$ cat src/rtl/ls_exec_unit.sv
// Load/store execution stage: one memory op in flight, effective address rs1+imm,
// load extension and broadcast, store address-ready report then commit-gated write.
module ls_exec_unit #(
  parameter int              OP_W   = 6,
  parameter int              ROB_W  = 4,
  parameter logic [OP_W-1:0] OP_LB  = OP_W'(10),
  parameter logic [OP_W-1:0] OP_LH  = OP_W'(11),
  parameter logic [OP_W-1:0] OP_LW  = OP_W'(12),
  parameter logic [OP_W-1:0] OP_LBU = OP_W'(13),
  parameter logic [OP_W-1:0] OP_LHU = OP_W'(14),
  parameter logic [OP_W-1:0] OP_SB  = OP_W'(15),
  parameter logic [OP_W-1:0] OP_SH  = OP_W'(16),
  parameter logic [OP_W-1:0] OP_SW  = OP_W'(17)
) (
  input  logic             clk,
  input  logic             rst,
  input  logic             rdy,
  output logic             LSB_ready,
  input  logic             LSB_input_valid,
  input  logic [OP_W-1:0]  LSB_OP_ID,
  input  logic [31:0]      LSB_inst_pc,
  input  logic [31:0]      LSB_reg_rs1,
  input  logic [31:0]      LSB_reg_rs2,
  input  logic [31:0]      LSB_imm,
  input  logic [ROB_W-1:0] LSB_ROB_id,
  output logic             ROB_output_valid,
  output logic [ROB_W-1:0] ROB_output_id,
  output logic [31:0]      ROB_output_value,
  output logic             ROB_output_is_store,
  input  logic             ROB_store_commit,
  input  logic [ROB_W-1:0] ROB_store_id,
  input  logic             ROB_roll_back_flag,
  output logic             MC_req_valid,
  output logic             MC_req_wr,
  output logic [31:0]      MC_req_addr,
  output logic [1:0]       MC_req_size,
  output logic [31:0]      MC_req_wdata,
  input  logic             MC_done,
  input  logic [31:0]      MC_rdata
);

  localparam logic [2:0] S_IDLE       = 3'd0;
  localparam logic [2:0] S_LOAD_MEM   = 3'd1;
  localparam logic [2:0] S_LOAD_FLUSH = 3'd2;
  localparam logic [2:0] S_STORE_WAIT = 3'd3;
  localparam logic [2:0] S_STORE_MEM  = 3'd4;

  logic [2:0]       r_state, w_state_nxt;
  logic             r_ready;
  logic [OP_W-1:0]  r_op;
  logic [ROB_W-1:0] r_tag;
  logic [31:0]      r_rs2, r_addr, r_pc;
  logic [1:0]       r_size;

  logic [31:0] w_addr;
  logic        w_accept, w_commit, w_is_load, w_is_store;
  logic [1:0]  w_size_in;

  function automatic logic [1:0] f_size(input logic [OP_W-1:0] op);
    if (op == OP_LH || op == OP_LHU || op == OP_SH)      f_size = 2'd1;
    else if (op == OP_LW || op == OP_SW)                 f_size = 2'd2;
    else                                                 f_size = 2'd0;
  endfunction

  function automatic logic [31:0] f_ext(input logic [OP_W-1:0] op, input logic [31:0] d);
    if      (op == OP_LB)  f_ext = {{24{d[7]}}, d[7:0]};
    else if (op == OP_LH)  f_ext = {{16{d[15]}}, d[15:0]};
    else if (op == OP_LBU) f_ext = {24'h0, d[7:0]};
    else if (op == OP_LHU) f_ext = {16'h0, d[15:0]};
    else if (op == OP_LW)  f_ext = d;
    else                   f_ext = 32'h0;
  endfunction

  function automatic logic [31:0] f_mask(input logic [1:0] sz, input logic [31:0] d);
    case (sz)
      2'd0:    f_mask = {24'h0, d[7:0]};
      2'd1:    f_mask = {16'h0, d[15:0]};
      default: f_mask = d;
    endcase
  endfunction

  assign w_addr     = LSB_reg_rs1 + LSB_imm;
  assign w_accept   = LSB_input_valid & r_ready & ~ROB_roll_back_flag;
  assign w_commit   = ROB_store_commit & (ROB_store_id == r_tag);
  assign w_is_load  = (LSB_OP_ID == OP_LB) || (LSB_OP_ID == OP_LH) || (LSB_OP_ID == OP_LW) ||
                      (LSB_OP_ID == OP_LBU) || (LSB_OP_ID == OP_LHU);
  assign w_is_store = (LSB_OP_ID == OP_SB) || (LSB_OP_ID == OP_SH) || (LSB_OP_ID == OP_SW);
  assign w_size_in  = f_size(LSB_OP_ID);
  assign LSB_ready  = r_ready;

  always_comb begin
    w_state_nxt = r_state;
    case (r_state)
      S_IDLE: begin
        if (w_accept && w_is_load)       w_state_nxt = S_LOAD_MEM;
        else if (w_accept && w_is_store) w_state_nxt = S_STORE_WAIT;
      end
      // A completion coinciding with a flush is simply dropped, so done wins here.
      S_LOAD_MEM: begin
        if (MC_done)                 w_state_nxt = S_IDLE;
        else if (ROB_roll_back_flag) w_state_nxt = S_LOAD_FLUSH;
      end
      S_LOAD_FLUSH: if (MC_done) w_state_nxt = S_IDLE;
      S_STORE_WAIT: begin
        if (w_commit)                w_state_nxt = S_STORE_MEM;
        else if (ROB_roll_back_flag) w_state_nxt = S_IDLE;
      end
      S_STORE_MEM:  if (MC_done) w_state_nxt = S_IDLE;
      default:      w_state_nxt = S_IDLE;
    endcase
  end

  always_ff @(posedge clk or negedge rst) begin
    if (!rst) begin
      r_state             <= S_IDLE;
      r_ready             <= 1'b0;
      r_op                <= '0;
      r_tag               <= '0;
      r_rs2               <= '0;
      r_addr              <= '0;
      r_pc                <= '0;
      r_size              <= '0;
      ROB_output_valid    <= 1'b0;
      ROB_output_id       <= '0;
      ROB_output_value    <= '0;
      ROB_output_is_store <= 1'b0;
      MC_req_valid        <= 1'b0;
      MC_req_wr           <= 1'b0;
      MC_req_addr         <= '0;
      MC_req_size         <= '0;
      MC_req_wdata        <= '0;
    end else if (rdy) begin
      r_state             <= w_state_nxt;
      r_ready             <= (w_state_nxt == S_IDLE) && !w_accept;
      ROB_output_valid    <= 1'b0;
      ROB_output_is_store <= 1'b0;
      case (r_state)
        S_IDLE: if (w_accept) begin
          r_op   <= LSB_OP_ID;
          r_tag  <= LSB_ROB_id;
          r_rs2  <= LSB_reg_rs2;
          r_addr <= w_addr;
          r_pc   <= LSB_inst_pc;
          r_size <= w_size_in;
          if (w_is_load) begin
            MC_req_valid <= 1'b1;
            MC_req_wr    <= 1'b0;
            MC_req_addr  <= w_addr;
            MC_req_size  <= w_size_in;
            MC_req_wdata <= '0;
          end else begin
            // Stores report address-ready; unknown ops retire as a zero result.
            ROB_output_valid    <= 1'b1;
            ROB_output_is_store <= w_is_store;
            ROB_output_value    <= '0;
            ROB_output_id       <= LSB_ROB_id;
          end
        end
        S_LOAD_MEM: if (MC_done) begin
          MC_req_valid <= 1'b0;
          if (!ROB_roll_back_flag) begin
            ROB_output_valid <= 1'b1;
            ROB_output_value <= f_ext(r_op, MC_rdata);
            ROB_output_id    <= r_tag;
          end
        end
        S_LOAD_FLUSH: if (MC_done) MC_req_valid <= 1'b0;
        S_STORE_WAIT: if (w_commit) begin
          MC_req_valid <= 1'b1;
          MC_req_wr    <= 1'b1;
          MC_req_addr  <= r_addr;
          MC_req_size  <= r_size;
          MC_req_wdata <= f_mask(r_size, r_rs2);
        end
        S_STORE_MEM: if (MC_done) begin
          MC_req_valid <= 1'b0;
          MC_req_wr    <= 1'b0;
        end
        default: ;
      endcase
    end
  end

endmodule

$ cat config.mk
export PLATFORM = sky130hd
export DESIGN_NAME = ls_exec_unit
export DESIGN_NICKNAME = d
export VERILOG_FILES = /design/src/rtl/ls_exec_unit.sv
export SDC_FILE = /design/constraint.sdc
export NUM_CORES = 1
export LEC_CHECK = 0
export CAP_MARGIN = 25
export CORE_MARGIN = 2
export CORE_UTILIZATION = 30
export CTS_BUF_LIST = sky130_fd_sc_hd__clkbuf_16
export DETAILED_ROUTE_END_ITERATION = 6
export DONT_BUFFER_PORTS = 1
export MAX_ROUTING_LAYER = met4
export PLACE_DENSITY = 0.45
export SETUP_SLACK_MARGIN = 0.02
export SYNTH_ARGS = -nofsm -noshare
export SYNTH_HDL_FRONTEND = slang
export SYNTH_SLANG_ARGS = --single-unit
$ cat constraint.sdc
create_clock -name clk -period 2.4 [get_ports clk]
set_clock_uncertainty 0.05 [all_clocks]
set_input_delay 0.24 -clock clk [delete_from_list [all_inputs] [get_ports clk]]
set_output_delay 0.24 -clock clk [all_outputs]
set_load 0.1 [all_outputs]
==> run summary, run 1 <==
Result of the run - finished with violations
Violations in the final reports - hold timing
Pin count of the biggest net entering global routing - 187
Height of the die - 181 um
Average routed wire per standard cell - 16.4 um
Final ANT Viol Nets - 0
CTS tree - built
Vias in the first global route - 8,016
Number of rows in the core area - 64
Max Used Layer - met4
Peak Freq - 0.445 GHz
Number of nets in the layout - 1,474
Number of library cell types mapped by synthesis - 64
Cell breakdown of the critical path - ha_4 -> inv_2 -> fa_2 -> and2b_2 -> o2111ai_4 -> a211oi_4 -> nor3b_4 -> o41ai_4 -> a31oi_2 -> xor2_1 -> o221ai_2
Number of I/O port buffers - 0
Final design instance area without fill - 0.0124 mm2
Buffer depth of the longest clock path - 2
DIE AREA - 0.0327 mm2
Most common cell after layout, fill and taps aside - sky130_fd_sc_hd__nand2_1
EDFF count, synth - 0
Ys flop type - sky130_fd_sc_hd__dfrtp_1
PD cells - 956 mW/mm2
Final period demand of the worst path - 2250 ps
Crit start category - input port
Detailed-routed wire length on met2 - 12,500 um
Post-Syn Area per Cell - 8.92 um2
Number of sinks driven by the clock tree - 186
Number of buffers added by the clock tree synthesis step - 17
Overall die width - 181 um
Dpl ws - -297 ps
Met3 wire length - 1450 um
Total global-route track usage - 0.174
Critical-path maximum fanout - 4
Slack of the critical path - 152 ps
Largest stage delay, worst path - 390 ps
Commonest cells after routing, fill and taps aside - sky130_fd_sc_hd__nand2_1, sky130_fd_sc_hd__dfrtp_1, sky130_fd_sc_hd__buf_4, sky130_fd_sc_hd__o21ai_0, sky130_fd_sc_hd__dlygate4sd3_1
Core outline area - 0.0307 mm2
Share of the synthesized area in the top cell type - 0.496
Maximum level of the CTS H-tree - 4
Via density - 4.78
Final Hold Viols - 186
Max_cap viols - 0
Starting DRC count in detailed routing - 391
Worst skew pair latency - 430 ps
Peak supply drop - 0.000478 V
Share of synthesized registers carrying an async set or reset - 1.00
Top cell type by total area after synthesis - sky130_fd_sc_hd__dfrtp_1
Sum of negative setup slack - 0 ps
DR pass1 iterations - 4
Worst-path clk slew - 70 ps
Initial antenna violation count - 0
Number of pins with negative max-slew slack in the final report - 0
Portion of the post-synthesis area used by sequential elements - 0.496
Cell with the biggest individual delay on the critical path - sky130_fd_sc_hd__o41ai_4
Post-route DRC violation count - 0
Aggregate global routing overflow - 0
Count of state elements after synthesis - 186
Post-synthesis instance total - 1,052
Antenna cells - 0
Required time of the worst setup path - 2660 ps
Clk root buf - sky130_fd_sc_hd__clkbuf_16
Worst hold path class - input port to asynchronous set/reset pin
Estimated wirelength of the detail-placed design - 19,200 um
Delay-heaviest family, CP - compound AO/OA/AOI/OAI gates
P_leak - 5.79 nW
Wire length on met1 - 13,100 um
Syn. warnings - 0
Kind of critical path - input port to flip-flop
Unrepaired setup endpoints after global routing - true
Routability cong. - 0.844
Element type at the critical path end - flip-flop
Critical path arrival - 2510 ps
Synthesized Nets - 1,265
Worst Path Buf+Inv - 1
Starting utilization of the core area - 0.306
Ports - 288
Via total after detailed routing - 7,984
Relative slew margins - 0.369
Fraction of final layout cells sized beyond drive strength 1 - 0.182
Hold WS - -546 ps
Most area-consuming cells after synthesis - sky130_fd_sc_hd__dfrtp_1, sky130_fd_sc_hd__nand2_1, sky130_fd_sc_hd__o21ai_0
Number of setup violations in the final report - 0
Worst-margin pin slew - 947 ps
Global-route wire length before repair - 44,500 um
Number of hold buffers added after cts - 79
Part of the cycle the worst path needs - 0.937
Total Wirelength - 27,400 um
Placement-stage cell area - 0.0110 mm2
Netlist Area Pre-Place - 0.00938 mm2
Layout-stage area growth over the synthesis result - 32.0%
Post-route total power - 11.8 mW
[Yosys cell counts (3+ instances only)]
| library cell | number |
|---|---|
| sky130_fd_sc_hd__buf_2 | 11 |
| sky130_fd_sc_hd__xnor2_1 | 20 |
| sky130_fd_sc_hd__and3_1 | 3 |
| sky130_fd_sc_hd__mux2i_1 | 19 |
| sky130_fd_sc_hd__mux2_2 | 12 |
| sky130_fd_sc_hd__nor3_1 | 12 |
| sky130_fd_sc_hd__a31oi_1 | 8 |
| sky130_fd_sc_hd__clkbuf_1 | 34 |
| sky130_fd_sc_hd__o21ai_0 | 123 |
| sky130_fd_sc_hd__o22ai_1 | 3 |
| sky130_fd_sc_hd__dfrtp_1 | 186 |
| sky130_fd_sc_hd__nand3_1 | 10 |
| sky130_fd_sc_hd__nand2b_1 | 7 |
| sky130_fd_sc_hd__o21ai_1 | 9 |
| sky130_fd_sc_hd__a21oi_1 | 63 |
| sky130_fd_sc_hd__ha_1 | 31 |
| sky130_fd_sc_hd__and2_1 | 6 |
| sky130_fd_sc_hd__nor2b_1 | 5 |
| sky130_fd_sc_hd__inv_1 | 9 |
| sky130_fd_sc_hd__o21a_1 | 5 |
| sky130_fd_sc_hd__o31ai_1 | 8 |
| sky130_fd_sc_hd__nand2_1 | 335 |
| sky130_fd_sc_hd__o221ai_1 | 8 |
| sky130_fd_sc_hd__nand4_1 | 4 |
| sky130_fd_sc_hd__xor2_1 | 15 |
| sky130_fd_sc_hd__nor4_1 | 3 |
| sky130_fd_sc_hd__a22o_1 | 8 |
| sky130_fd_sc_hd__a21o_1 | 4 |
| sky130_fd_sc_hd__nor2_1 | 43 |
| sky130_fd_sc_hd__buf_1 | 4 |
| sky130_fd_sc_hd__o32ai_1 | 3 |
[metal layers]
metal  track usage  vias to the layer above
met5             -                        -
met3        0.0379                       15
li1              -                     4035
met4        0.0394                        0
met2         0.267                      195
met1         0.236                     3739
[path summary, 6_finish.rpt]
path / start / endpoint / slack [ps] / cells past startpoint
setup reg to reg: r_tag[3] / r_state[0] / 260 / 8
hold reg to reg: r_addr[0] / r_addr[0] / 420 / 2
min in group clk: LSB_OP_ID[0] / r_size[0] / 40 / 3
hold / removal: rst / MC_req_wdata[20] / -550 / 0
max in group asynchronous: rst / MC_req_addr[19] / 2600 / 0
setup / recovery: LSB_reg_rs1[0] / MC_req_addr[24] / 150 / 11
[metrics by stage]
stage	std cells	util
2_1_floorplan	1052	-
3_3_place_gp	1558	0.357
3_5_place_dp	1558	0.357
4_1_cts	1669	0.402
5_1_grt	1670	0.404
6_report	1670	0.404
[report_power, final]
part	internal [mW]	switching [mW]
Clock	1.63	1.26
Combinational	1.24	3.32
Sequential	3.93	0.467
Total	6.79	5.05
[final cells by class]
class	instances	area, um2
fillers	3135	18300
flip-flops and latches	186	4660
multi-input cells	807	4580
repair buffers	240	2040
well taps	396	495
clock buffers	17	425
clock inverters	15	160
inverters	9	33.8
[timing repair]
item	in CTS	in global routing
setup buffers	0	1
endpoints found under the hold margin	274	186
resized for setup	0	8
endpoints found under the setup margin	0	14
[state kept, by name, summed over array words and instances (netlist names)]
| signal | count |
|---|---|
| MC_req_addr | 32 |
| LSB_ready | 1 |
| ROB_output_valid | 1 |
| MC_req_wdata | 32 |
| ROB_output_is_store | 1 |
| r_size | 2 |
| r_addr | 32 |
| r_rs2 | 32 |
| ROB_output_id | 4 |
| MC_req_wr | 1 |
| r_op | 6 |
| r_tag | 4 |
| MC_req_size | 2 |
| ROB_output_value | 32 |
| r_state | 3 |
| MC_req_valid | 1 |
[logic make-up after synthesis]
group / after synthesis / synth area share
muxes: 31 / 0.0347
buffers and inverters: 59 / 0.0252
DFF: 186 / 0.496
and+or+nand+nor: 439 / 0.192
xor gates and xnor gates: 35 / 0.0327
adders and majority gates: 32 / 0.0435
AOI/OAI and AO/OA: 270 / 0.176
No activity file was read; power rests on OpenSTA's default activity.
==> run 2, diff against run 1 <==
- ABC_AREA: not set -> 1
==> run 2 against run 1 <==
Compared with the run above: the run still ends with hold timing left; die area is 14% higher; sequential power up 7.3%; global-route usage increased by 0.83 points; routed wire length rose by 19%; power increased by 28%; critical path depth rose by 3; final cell count rose by 30%; worst setup slack improved by 55 ps; critical endpoint is now MC_req_addr[28]; largest cell class is now multi-input combinational cells.
==> run summary, run 2 <==
Result of the run - finished with violations
Violations in the final reports - hold timing
Part of the cycle the worst path needs - 0.914 (-0.0230)
Portion of the post-synthesis area used by sequential elements - 0.433 (-0.0630)
Element type at the critical path end - flip-flop
DR pass1 iterations - 5 (+1)
Buffer depth of the longest clock path - 2 (unchanged)
Vias in the first global route - 9,530 (+19%)
Top cell type by total area after synthesis - sky130_fd_sc_hd__dfrtp_1
Total Wirelength - 32,700 um (+19%)
Ys flop type - sky130_fd_sc_hd__dfrtp_1
Worst skew pair latency - 440 ps (about the same)
PD cells - 1130 mW/mm2 (+18%)
Via density - 4.55 (-4.7%)
Most common cell in the synthesized netlist - sky130_fd_sc_hd__nand2_1
Largest stage delay, worst path - 530 ps (+140 ps)
Depth of the worst register-to-register path - 11 (+3)
Max_cap viols - 0 (unchanged)
Number of I/O port buffers - 0 (unchanged)
DIE AREA - 0.0374 mm2 (+14%)
Share of the synthesized area in the top cell type - 0.433 (-0.0630)
Number of hold buffers added after cts - 68 (-14%)
Most area-consuming cells after synthesis - sky130_fd_sc_hd__dfrtp_1, sky130_fd_sc_hd__nand2_1, sky130_fd_sc_hd__inv_1
Post-synthesis instance total - 1,523 (+45%)
Number of standard cells in the layout, taps in and fillers out - 2,168 (+30%)
Global-route wire length before repair - 52,600 um (+18%)
Layout-stage area growth over the synthesis result - 24.7%
Routability cong. - 0.879 (+4.1%)
EDFF count, synth - 0 (unchanged)
Required time of the worst setup path - 2680 ps (+20 ps)
Number of nets in the layout - 1,907 (+29%)
Unrepaired setup endpoints after global routing - false
P_leak - 7.32 nW (+27%)
M1 GR Usage - 0.243 (+0.00630)
Top cells by instance count after synthesis - sky130_fd_sc_hd__nand2_1, sky130_fd_sc_hd__inv_1, sky130_fd_sc_hd__dfrtp_1, sky130_fd_sc_hd__nor2_1, sky130_fd_sc_hd__nand3_1
Hold WS - -561 ps (-14.9 ps)
Worst-path clk slew - 70 ps (about the same)
Worst hold path class - input port to asynchronous set/reset pin
Crit Reg-Reg Startpoint - r_tag[1]
Average routed wire per standard cell - 15.1 um (-8.0%)
Relative slew margins - 0.370 (+0.00176)
Antenna cells - 0 (unchanged)
Critical-path maximum fanout - 3 (-1)
Number of buffers added by the clock tree synthesis step - 17 (unchanged)
Starting utilization of the core area - 0.304 (-0.00226)
Overall die width - 193 um (+6.9%)
Cell with the biggest individual delay on the critical path - sky130_fd_sc_hd__dlygate4sd3_1
Number of rows in the core area - 69 (+7.8%)
Worst-margin pin slew - 944 ps (-2.65 ps)
Clk root buf - sky130_fd_sc_hd__clkbuf_16
Pin count of the biggest net entering global routing - 187 (unchanged)
Final period demand of the worst path - 2190 ps (-55.2 ps)
Post-Syn Area per Cell - 7.06 um2 (-21%)
Number of sinks driven by the clock tree - 186 (unchanged)
Core outline area - 0.0354 mm2 (+15%)
Most common cell after layout, fill and taps aside - sky130_fd_sc_hd__nand2_1
Final Hold Viols - 186 (unchanged)
Peak supply drop - 0.00103 V (+120%)
Syn. warnings - 0 (unchanged)
Netlist Area Pre-Place - 0.0108 mm2 (+15%)
Aggregate global routing overflow - 0 (unchanged)
Synthesized Nets - 1,736 (+37%)
Maximum level of the CTS H-tree - 4 (unchanged)
Peak Freq - 0.456 GHz (+2.5%)
Met2 usage - 0.285 (+0.0179)
Setup slack, reg-to-reg - 330 ps (+70 ps)
CTS tree - built
Final ANT Viol Nets - 0 (unchanged)
Commonest cells after routing, fill and taps aside - sky130_fd_sc_hd__nand2_1, sky130_fd_sc_hd__inv_1, sky130_fd_sc_hd__dfrtp_1, sky130_fd_sc_hd__buf_4, sky130_fd_sc_hd__nor2_1
Global-route layer with the greatest usage - met2
Number of pins with negative max-slew slack in the final report - 0 (unchanged)
Number of library cell types mapped by synthesis - 46 (-28%)
Delay-heaviest family, CP - simple AND/OR/NAND/NOR gates
# placed instances - 2,068 (+33%)
Final standard cell utilization of the core - 0.379 (-0.0252)
Cell breakdown of the critical path - dlygate4sd3_1 -> ha_1 -> inv_1 -> fa_1 -> inv_2 -> nand3_1 -> nand3_2 -> nand2_1 -> nand3_1 -> nand2_1 -> nand3_1 -> nand3_1 -> nand2_1 -> nand2_1
Met3 Usage GRT - 0.0343 (-0.00355)
Crit start category - input port
Sum of negative setup slack - 0 ps (unchanged)
Share of synthesized registers carrying an async set or reset - 1.00 (unchanged)
Worst Path Buf+Inv - 3 (+2)
Critical path arrival - 2480 ps (-30 ps)
Kind of critical path - input port to flip-flop
Ports - 288 (unchanged)
Count of state elements after synthesis - 186 (unchanged)
Estimated wirelength of the detail-placed design - 23,600 um (+23%)
Via total after detailed routing - 9,875 (+24%)
Height of the die - 193 um (+6.9%)
Initial antenna violation count - 0 (unchanged)
End of the worst register-to-register path - MC_req_size[1]
Total global-route track usage - 0.183 (+0.00835)
Number of setup violations in the final report - 0 (unchanged)
Post-route DRC violation count - 0 (unchanged)
Starting DRC count in detailed routing - 475 (+21%)
Fraction of final layout cells sized beyond drive strength 1 - 0.124 (-0.0579)
Fillcell total - 3,747 (+20%)
Number of setup buffers added after CTS - 0 (unchanged)
[run 2: worst max-delay path by stage]
stage              startpoint              end  slack, ps  cells past startpoint
2_1_floorplan       LSB_ready  MC_req_addr[11]         30                     13
3_3_place_gp   LSB_reg_rs1[0]  MC_req_addr[28]        230                     13
3_5_place_dp   LSB_reg_rs1[0]  MC_req_addr[28]        190                     13
4_1_cts            LSB_imm[0]  MC_req_addr[28]        120                     14
5_1_grt            LSB_imm[0]  MC_req_addr[28]         40                     14
6_report           LSB_imm[0]  MC_req_addr[28]        210                     14
[run 2: what timing repair did]
action	4_1_cts	5_1_grt
endpoints found under the hold margin	258	186
gates resized for setup	0	5
endpoints found under the setup margin	0	8
[run 2: area by class of cell]
type / instances / area [um2] / area share
well taps: 461 / 577 / 0.0430
clock buffers: 17 / 425 / 0.0317
repair buffers: 199 / 1710 / 0.128
multi-input cells: 1080 / 5090 / 0.380
flip-flops and latches: 186 / 4650 / 0.347
clock inverters: 15 / 151 / 0.0113
inverters: 210 / 792 / 0.0591
[run 2: kinds of logic (layout without fill, tap and decap cells)]
family,Yosys count,count (layout),synth area share
AO/OA/AOI/OAI,177,177,0.0967
XOR/XNOR,10,10,0.00815
adder cells (fa/ha/maj),32,32,0.0379
buffers and inverters,257,441,0.0954
flip-flops,186,186,0.433
multiplexers,6,6,0.00559
AND/OR/NAND/NOR,855,855,0.323
[run 2: stage by stage]
stage               instance area, um2  worst slack [ps]  total power, mW
global placement                 12100               230             12.2
floorplan                        10800              34.5             10.5
finish                           13400               207             15.1
global route                     13400              38.1             16.0
CTS                              13400               120             15.3
detailed placement               12100               187             12.3
[run 2: routing by layer]
metal  up-vias  wire length (um)
li1       5075                 -
met1      4519             15700
met2       261             14800
met3        20              1630
met4         0               519
met5         -                 0
[run 2: report_power, final]
part           switching, mW  leakage (nW)  total [mW]  internal [mW]
logic                   5.83          4.66        7.54           1.71
registers              0.480          2.39        4.71           4.23
clock network           1.33         0.276        2.87           1.54
total                   7.64          7.32        15.1           7.48
